### config.mk
export PLATFORM = sky130hd
export DESIGN_NAME = bcd_seg_display
export DESIGN_NICKNAME = d
export VERILOG_FILES = /design/src/rtl/bcd_seg_display.sv
export SDC_FILE = /design/constraint.sdc
export NUM_CORES = 1
export LEC_CHECK = 0
export BUFFER_PORTS_ARGS = -buffer_cell sky130_fd_sc_hd__buf_2
export CAP_MARGIN = 20
export CORE_ASPECT_RATIO = 1.4
export CORE_UTILIZATION = 55
export DETAILED_ROUTE_END_ITERATION = 8
export PLACE_DENSITY_LB_ADDON = 0.12
export SKIP_LAST_GASP = 1
export SLEW_MARGIN = 20
export SYNTH_ARGS = -nofsm -noshare
export SYNTH_HDL_FRONTEND = slang
export SYNTH_SLANG_ARGS = --single-unit
### constraint.sdc
create_clock -name clk -period 2.4 [get_ports clk]
set_input_delay 0.36 -clock clk [delete_from_list [all_inputs] [get_ports clk]]
set_output_delay 0.36 -clock clk [all_outputs]
set_load 0.02 [all_outputs]
### src/rtl/bcd_seg_display.sv
// rtl/bcd_seg_display.sv - binary count to BCD with multiplexed 4-digit seven-segment scan
module bcd_seg_display #(
  parameter int REFRESH_DIV = 100000,
  parameter bit BLANK_LZ    = 1'b1
) (
  input  logic       clk,
  input  logic       rst,
  input  logic [7:0] cnt,
  output logic [3:0] an,
  output logic [6:0] seg,
  output logic       dp,
  output logic       busy
);

  localparam int RW = (REFRESH_DIV > 1) ? $clog2(REFRESH_DIV) : 1;
  localparam logic [RW-1:0] RC_LAST = RW'(REFRESH_DIV - 1);

  typedef enum logic [1:0] {IDLE, CONVERT, LOAD} state_t;

  state_t      state;
  logic [7:0]  last_cnt;
  logic [7:0]  cap;
  logic [7:0]  shift_reg;
  logic [11:0] bcd;
  logic [11:0] bcd_adj;
  logic [2:0]  iter;
  logic [11:0] disp_reg;

  logic [RW-1:0] rc;
  logic [1:0]    idx;

  logic [3:0] nib;
  logic       blank;
  logic [3:0] an_next;
  logic [6:0] seg_next;

  function automatic logic [6:0] seg_decode(input logic [3:0] d);
    case (d)
      4'd0:    return 7'h01;
      4'd1:    return 7'h4F;
      4'd2:    return 7'h12;
      4'd3:    return 7'h06;
      4'd4:    return 7'h4C;
      4'd5:    return 7'h24;
      4'd6:    return 7'h20;
      4'd7:    return 7'h0F;
      4'd8:    return 7'h00;
      4'd9:    return 7'h04;
      default: return 7'h7F;
    endcase
  endfunction

  // Add-3 correction on every BCD nibble that is 5 or more, applied before each shift
  always_comb begin
    bcd_adj = bcd;
    for (int i = 0; i < 3; i++) begin
      if (bcd[4*i +: 4] >= 4'd5) begin
        bcd_adj[4*i +: 4] = bcd[4*i +: 4] + 4'd3;
      end
    end
  end

  // Conversion FSM: capture on change, eight shift-add-3 steps, then publish to disp_reg
  always_ff @(posedge clk or posedge rst) begin
    if (rst) begin
      state     <= IDLE;
      last_cnt  <= 8'd0;
      cap       <= 8'd0;
      shift_reg <= 8'd0;
      bcd       <= 12'd0;
      iter      <= 3'd0;
      disp_reg  <= 12'd0;
      busy      <= 1'b0;
    end else begin
      case (state)
        IDLE: begin
          if (cnt != last_cnt) begin
            cap       <= cnt;
            shift_reg <= cnt;
            bcd       <= 12'd0;
            iter      <= 3'd0;
            state     <= CONVERT;
            busy      <= 1'b1;
          end
        end
        CONVERT: begin
          {bcd, shift_reg} <= {bcd_adj[10:0], shift_reg, 1'b0};
          iter             <= iter + 3'd1;
          if (iter == 3'd7) begin
            state <= LOAD;
          end
        end
        LOAD: begin
          disp_reg <= bcd;
          last_cnt <= cap;
          state    <= IDLE;
          busy     <= 1'b0;
        end
        default: begin
          state <= IDLE;
          busy  <= 1'b0;
        end
      endcase
    end
  end

  // Refresh prescaler and digit slot index; slot 3 is a blank slot for 1/4 duty
  always_ff @(posedge clk or posedge rst) begin
    if (rst) begin
      rc  <= '0;
      idx <= 2'd0;
    end else if (rc == RC_LAST) begin
      rc  <= '0;
      idx <= idx + 2'd1;
    end else begin
      rc <= rc + RW'(1);
    end
  end

  // Select the digit for the current slot and apply leading-zero blanking
  always_comb begin
    nib   = 4'd0;
    blank = 1'b1;
    case (idx)
      2'd0: begin
        nib   = disp_reg[3:0];
        blank = 1'b0;
      end
      2'd1: begin
        nib   = disp_reg[7:4];
        blank = BLANK_LZ && (disp_reg[11:8] == 4'd0) && (disp_reg[7:4] == 4'd0);
      end
      2'd2: begin
        nib   = disp_reg[11:8];
        blank = BLANK_LZ && (disp_reg[11:8] == 4'd0);
      end
      default: begin
        nib   = 4'd0;
        blank = 1'b1;
      end
    endcase
    an_next  = blank ? 4'b1111 : ~(4'b0001 << idx);
    seg_next = blank ? 7'h7F : seg_decode(nib);
  end

  // Registered anode and segment drive, one cycle behind the slot index
  always_ff @(posedge clk or posedge rst) begin
    if (rst) begin
      an  <= 4'b1111;
      seg <= 7'h7F;
    end else begin
      an  <= an_next;
      seg <= seg_next;
    end
  end

  assign dp = 1'b1;

endmodule

# Word level (Yosys, flattened, before mapping)
# Memories as Yosys holds them, arrays and structs flattened.
# Cells that the tools add are included.
# word_totals
ff_bits	84
latchBits	0
ramBits	0
rom_bits	112
input_bits	10
out_inout_bits	13
elab_cells	63
memories	1
# memory_table
memory	words	width	read_ports	rd_ports_with_merged_regs	write_ports	line_no	rtl
(no name shown)	16	7	1	0	0	38	case (d)
# op_classes
add_sub_neg	6
n_mul	0
n_div	0
order_cmp	3
n_eq_ne	9
shift	1
n_mux	19
bitwise	2
n_reduce_logical	10
# op_table
cell	n
12-bit one-hot mux with 2 select lines	1
17-bit by 1-bit adder with 17-bit output, second input constant	1
17-bit == test, second input constant	1
17-bit 2-to-1 mux	1
8-bit one-hot mux with 2 select lines	1
4-bit by 3-bit greater-or-equal comparator with 1-bit output, second input constant	3
12-bit 2-to-1 mux	1
4-bit 2-to-1 mux	3
4-bit one-hot mux with 3 select lines	1
4-bit by 2-bit adder with 4-bit output, second input constant	2
4-bit logical NOT	2
8-bit 2-to-1 mux	1
8-bit inequality test	1
2-bit AND reduction	4
7-bit 2-to-1 mux	1
3-bit 2-to-1 mux	2
3-bit one-hot mux with 2 select lines	1
2-bit by 1-bit == test with 1-bit output, second input constant	2
2-bit == test, second input constant	2
2-bit logical NOT	2
2-bit 2-to-1 mux	2
2-bit inequality test, second input constant	2
4-bit NOT	1
2-bit one-hot mux with 2 select lines	1
11 further kinds	11

# Depth between registers and ports, before layout
# depth
ltp_word	4
depth_mapped	9
depth_no_buf	9

# Worst setup path before layout
# OpenSTA, ideal clock, no wires.
# synth_timing
path_kind	register to register
from	register idx[1]
to	register seg[2]
setup_time_ps	86
arrival_time_ps	1896
t_required_ps	2314
slack_ps	418
path_stages_with_launch	8
path_buffers	0
synth_period_minus_slack_ps	1982
cell_sequence	dfrtp_1 inv_1 ha_1 a222oi_1 or2_2 ha_1 a21oi_1 a2111o_1
# synth_via
elab_chain_len	4
elab_cells_between_ends	7
cone_classes	eq/ne: 2; mux: 3; reduce/logical: 1; memory: 1
# synth_lines
element	line_no	rtl
start, declared	30	logic [1:0] idx;
start signal, assigned	114	idx <= idx + 2'd1;
2-bit == test, or another cell as far along	124	case (idx)
4-bit one-hot mux with 3 select lines	124	
memory read 16 x 7 bit	n/a	
7-bit 2-to-1 mux (*)	143	seg_next = blank ? 7'h7F : seg_decode(nib);
via seg_next[2]	35	logic [6:0] seg_next;
end signal, assigned	153	seg <= seg_next;
end, declared	10	output logic [6:0] seg,
# Mark *: on every way through the listed nets, which the timed path passes. The rest lies on a longest branch.
# A chain may end at the register's enable or synchronous reset.

# Worst setup path in the final report
# layout_timing
from	register idx[1]
to	register seg[0]
# Same word-level chain as after synthesis.

==> out/qor.json <==
{
  "initial_core_util": {"value": 57.0, "unit": "%"},
  "outcome": {"value": "completed"},
  "cts-resized-gates": {"value": 0},
  "postPlaceCellArea": {"value": 4240, "unit": "um^2"},
  "grt_start_max_net_pins": {"value": 33},
  "share_clk_of_total_power": {"value": 20.1, "unit": "%"},
  "area_delta_synth_final": {"value": 11.5, "unit": "%"},
  "drt-wirelength-per-cell": {"value": 14.3, "unit": "um"},
  "route.detailed.vias_per_inst": {"value": 5.49},
  "timing.hold.worst.class": {"value": "primary input to asynchronous set/reset pin"},
  "min_period_over_period": {"value": 88.6, "unit": "%"},
  "final_critical_path_setup_slack": {"value": 274, "unit": "ps"},
  "rows": {"value": 36},
  "routed_wl": {"value": 6810, "unit": "um"},
  "required_time_of_the_critical_path": {"value": 2670, "unit": "ps"},
  "crit_arrival": {"value": 2390, "unit": "ps"},
  "finish.utilization": {"value": 63.6, "unit": "%"},
  "finalMaxSlewViolations": {"value": 0},
  "cts.repair_timing.setup_buffer_count": {"value": 0},
  "clock_skew": {"value": 10.7, "unit": "ps"},
  "core_ar": {"value": 6980, "unit": "um^2"},
  "power.sequential.fraction": {"value": 44.1, "unit": "%"},
  "syn-cell-area": {"value": 3980, "unit": "um^2"},
  "ant_nets": {"value": 0},
  "synth_warnings": {"value": 0},
  "postSynthCellCount": {"value": 347},
  "drt_pre_antenna_iters": {"value": 5},
  "cap_violations": {"value": 0},
  "worstSetupPathType": {"value": "flip-flop to flip-flop"},
  "detailroute.via_count": {"value": 2618},
  "start_kind": {"value": "flip-flop"},
  "post_synth.cell_area_avg": {"value": 11.5, "unit": "um^2"},
  "unrepaired_setup_endpoints_after_global_routing": {"value": "false"},
  "final_cells": {"value": 477},
  "critical_path_peak_fanout": {"value": 6},
  "antenna_diode_count": {"value": 0},
  "combinationalPowerShare": {"value": 35.8, "unit": "%"},
  "grt_util_all_layers": {"value": 20.6, "unit": "%"},
  "fin_area": {"value": 4440, "unit": "um^2"},
  "floorplan.die.height": {"value": 103, "unit": "um"},
  "ys_async_sr_fraction": {"value": 100, "unit": "%"},
  "dieArea": {"value": 7590, "unit": "um^2"},
  "power_report.internal_total": {"value": 3.30, "unit": "mW"},
  "floorplan.io_pins": {"value": 23},
  "dpl.hpwl": {"value": 4910, "unit": "um"},
  "postSynthNetCount": {"value": 376},
  "cellLeakagePower": {"value": 1.98, "unit": "nW"},
  "first_global_vias": {"value": 2611},
  "drtIter0Drc": {"value": 137},
  "drt_drc_violations_left": {"value": 0},
  "final-hold-violation-count": {"value": 0},
  "setup_tns": {"value": 0, "unit": "ps"},
  "num-fill-cells": {"value": 575},
  "power_density": {"value": 1140, "unit": "nW/um^2"},
  "finalSetupViolations": {"value": 0},
  "cts_tree": {"value": "yes"},
  "endpoint_kind": {"value": "flip-flop"},
  "grt.overflow.total": {"value": 0},
  "max_ffs_per_register": {"value": 17},
  "place_inst": {"value": 461},
  "dpl_worst_slack": {"value": 279, "unit": "ps"},
  "tightestPinTransition": {"value": 834, "unit": "ps"},
  "sw_share": {"value": 34.6, "unit": "%"},
  "number_of_antenna_violations_at_the_first_check_in_global_routing": {"value": 0},
  "clk_latency": {"value": 350, "unit": "ps"},
  "num-nets-final": {"value": 406},
  "netSwitchingPower": {"value": 1.74, "unit": "mW"},
  "global_route_wire_length_before_repair": {"value": 11700, "unit": "um"},
  "ys_types": {"value": 50},
  "cts.clk_slew.worst_paths": {"value": 90, "unit": "ps"},
  "gp_congestion": {"value": 0.783},
  "finalWorstPathRequiredPeriod": {"value": 2130, "unit": "ps"},
  "htreeDepth": {"value": 3},
  "drive_gt1_share": {"value": 24.3, "unit": "%"},
  "clkSinkCount": {"value": 84},
  "placement.io_buffers": {"value": 21},
  "cts.path.max_buffers": {"value": 2},
  "post_cts_hold_buffer_count": {"value": 0},
  "peak_ir_drop_on_the_vdd_network": {"value": 0.665, "unit": "mV"},
  "synth_enable_flop_cells": {"value": 0},
  "maxClockFrequency": {"value": 470, "unit": "MHz"},
  "number_of_buffers_created_by_cts": {"value": 9},
  "tightest_slew_margin_relative_to_the_limit": {"value": 44.4, "unit": "%"},
  "ys_ff_latch": {"value": 84},
  "yosysSeqAreaShare": {"value": 53.2, "unit": "%"},
  "ctsRootBufferMaster": {"value": "sky130_fd_sc_hd__clkbuf_8"},
  "die_x": {"value": 73.9, "unit": "um"},
  "synth_flop_cell": {"value": "sky130_fd_sc_hd__dfrtp_1"}
}
[cells in the final DEF (no fill, tap or decap), drive strengths merged, types with 8 or more instances in the layout]
cell | synthesis | layout
buf | 4 | 31
clkbuf | 8 | 10
o22ai | 8 | 8
dfstp | 11 | 11
o21ai | 24 | 24
inv | 13 | 12
nand2 | 34 | 34
ha | 19 | 19
a21oi | 9 | 9
xnor2 | 22 | 22
nor2 | 14 | 14
dfrtp | 73 | 73
and2 | 8 | 8
mux2 | 27 | 27
[stage by stage]
stage          total power [mW]  hold WS [ps]
5_1_grt                    5.44           137
4_1_cts                    5.08           106
6_report                   5.04          84.2
2_1_floorplan              3.62           446
3_3_place_gp               4.01           466
3_5_place_dp               4.07           477
[critical path: stages, from the launching register on]
cell and delay [ps]:
sky130_fd_sc_hd__dfrtp_1 420, sky130_fd_sc_hd__inv_1 90, sky130_fd_sc_hd__ha_1 260, sky130_fd_sc_hd__a222oi_1 430, sky130_fd_sc_hd__or2_2 220, sky130_fd_sc_hd__inv_1 70
sky130_fd_sc_hd__ha_1 230, sky130_fd_sc_hd__nor3b_2 190, sky130_fd_sc_hd__a21o_1 100, sky130_fd_sc_hd__nand2_1 40
[cell usage after synthesis, types with 3 or more instances]
cell type                   n  area [um^2]
sky130_fd_sc_hd__a221o_1    7         70.1
sky130_fd_sc_hd__a31oi_1    3         18.8
sky130_fd_sc_hd__ha_1      19          238
sky130_fd_sc_hd__nor2_1    13         48.8
sky130_fd_sc_hd__o21ai_1   15         75.1
sky130_fd_sc_hd__xnor2_1   22          193
sky130_fd_sc_hd__mux2_2    24          270
sky130_fd_sc_hd__nand3_1    6         30.0
sky130_fd_sc_hd__and2_1     8         50.1
sky130_fd_sc_hd__mux2_1     3         33.8
sky130_fd_sc_hd__dfstp_2   11          289
sky130_fd_sc_hd__nand2_1   34          128
sky130_fd_sc_hd__or2_2      3         18.8
sky130_fd_sc_hd__a222oi_1   4         40.0
sky130_fd_sc_hd__xor2_1     5         43.8
sky130_fd_sc_hd__nand2b_1   5         31.3
sky130_fd_sc_hd__nor3_1     5         25.0
sky130_fd_sc_hd__and4_1     3         26.3
sky130_fd_sc_hd__dfrtp_1   73         1830
sky130_fd_sc_hd__o21ai_0    8         40.0
sky130_fd_sc_hd__inv_1     13         48.8
sky130_fd_sc_hd__clkbuf_1   8         30.0
sky130_fd_sc_hd__a21oi_1    9         45.0
sky130_fd_sc_hd__nor4b_1    4         35.0
sky130_fd_sc_hd__o22ai_1    8         50.1
sky130_fd_sc_hd__nand4_1    5         31.3
[path summary, 6_finish.rpt]
path	slack [ps]	start	depth (start not counted)	end
hold reg to reg	490	rc[15]	1	rc[15]
setup / recovery	270	idx[1]	9	seg[0]
max in group asynchronous	1600	rst	3	bcd[3]
setup reg to reg	270	idx[1]	9	seg[0]
min in group clk	280	cnt[6]	2	shift_reg[6]
hold / removal	80	rst	2	cap[2]
[layer usage]
metal / up-vias / wire (um) / global-route usage, % / part of all wire, %
met3: 9 / 123 / 3.62 / 1.8
met1: 1290 / 3090 / 24.2 / 45
met2: 29 / 3510 / 36.5 / 52
met4: 0 / 82 / 8.88 / 1.2
met5: - / 0 / 0 / 0
li1: 1290 / - / - / -
[final cells by class]
class / count / area [um^2] / area share [%]
flip-flops and latches: 84 / 2120 / 47.7
multi-input cells: 238 / 1760 / 39.6
repair buffers: 31 / 193 / 4.34
clock buffers: 10 / 138 / 3.10
well taps: 95 / 119 / 2.68
clock inverters: 6 / 63.8 / 1.44
inverters: 13 / 52.6 / 1.18
[power groups by stage]
| stage | logic [mW] | registers [mW] | clock network [mW] |
|---|---|---|---|
| final | 1.80 | 2.23 | 1.01 |
| after floorplan | 1.37 | 2.25 | 0 |
| after global placement | 1.77 | 2.24 | 0 |
| after global routing | 2.04 | 2.30 | 1.10 |
| after detailed placement | 1.82 | 2.25 | 0 |
| after CTS | 1.82 | 2.23 | 1.03 |
[cell families (layout without fill, tap and decap cells)]
logic type	Yosys count	count (layout)	share of synthesized area, %
AOI/OAI and AO/OA	64	64	10.8
and+or+nand+nor	98	98	13.1
DFF	84	84	53.2
xor gates and xnor gates	27	27	5.94
adders and majority gates	19	19	5.97
muxes	29	29	8.14
other	1	1	0.0942
buffers and inverters	25	60	2.70
Note: power is estimated with default switching activity, not from simulation.
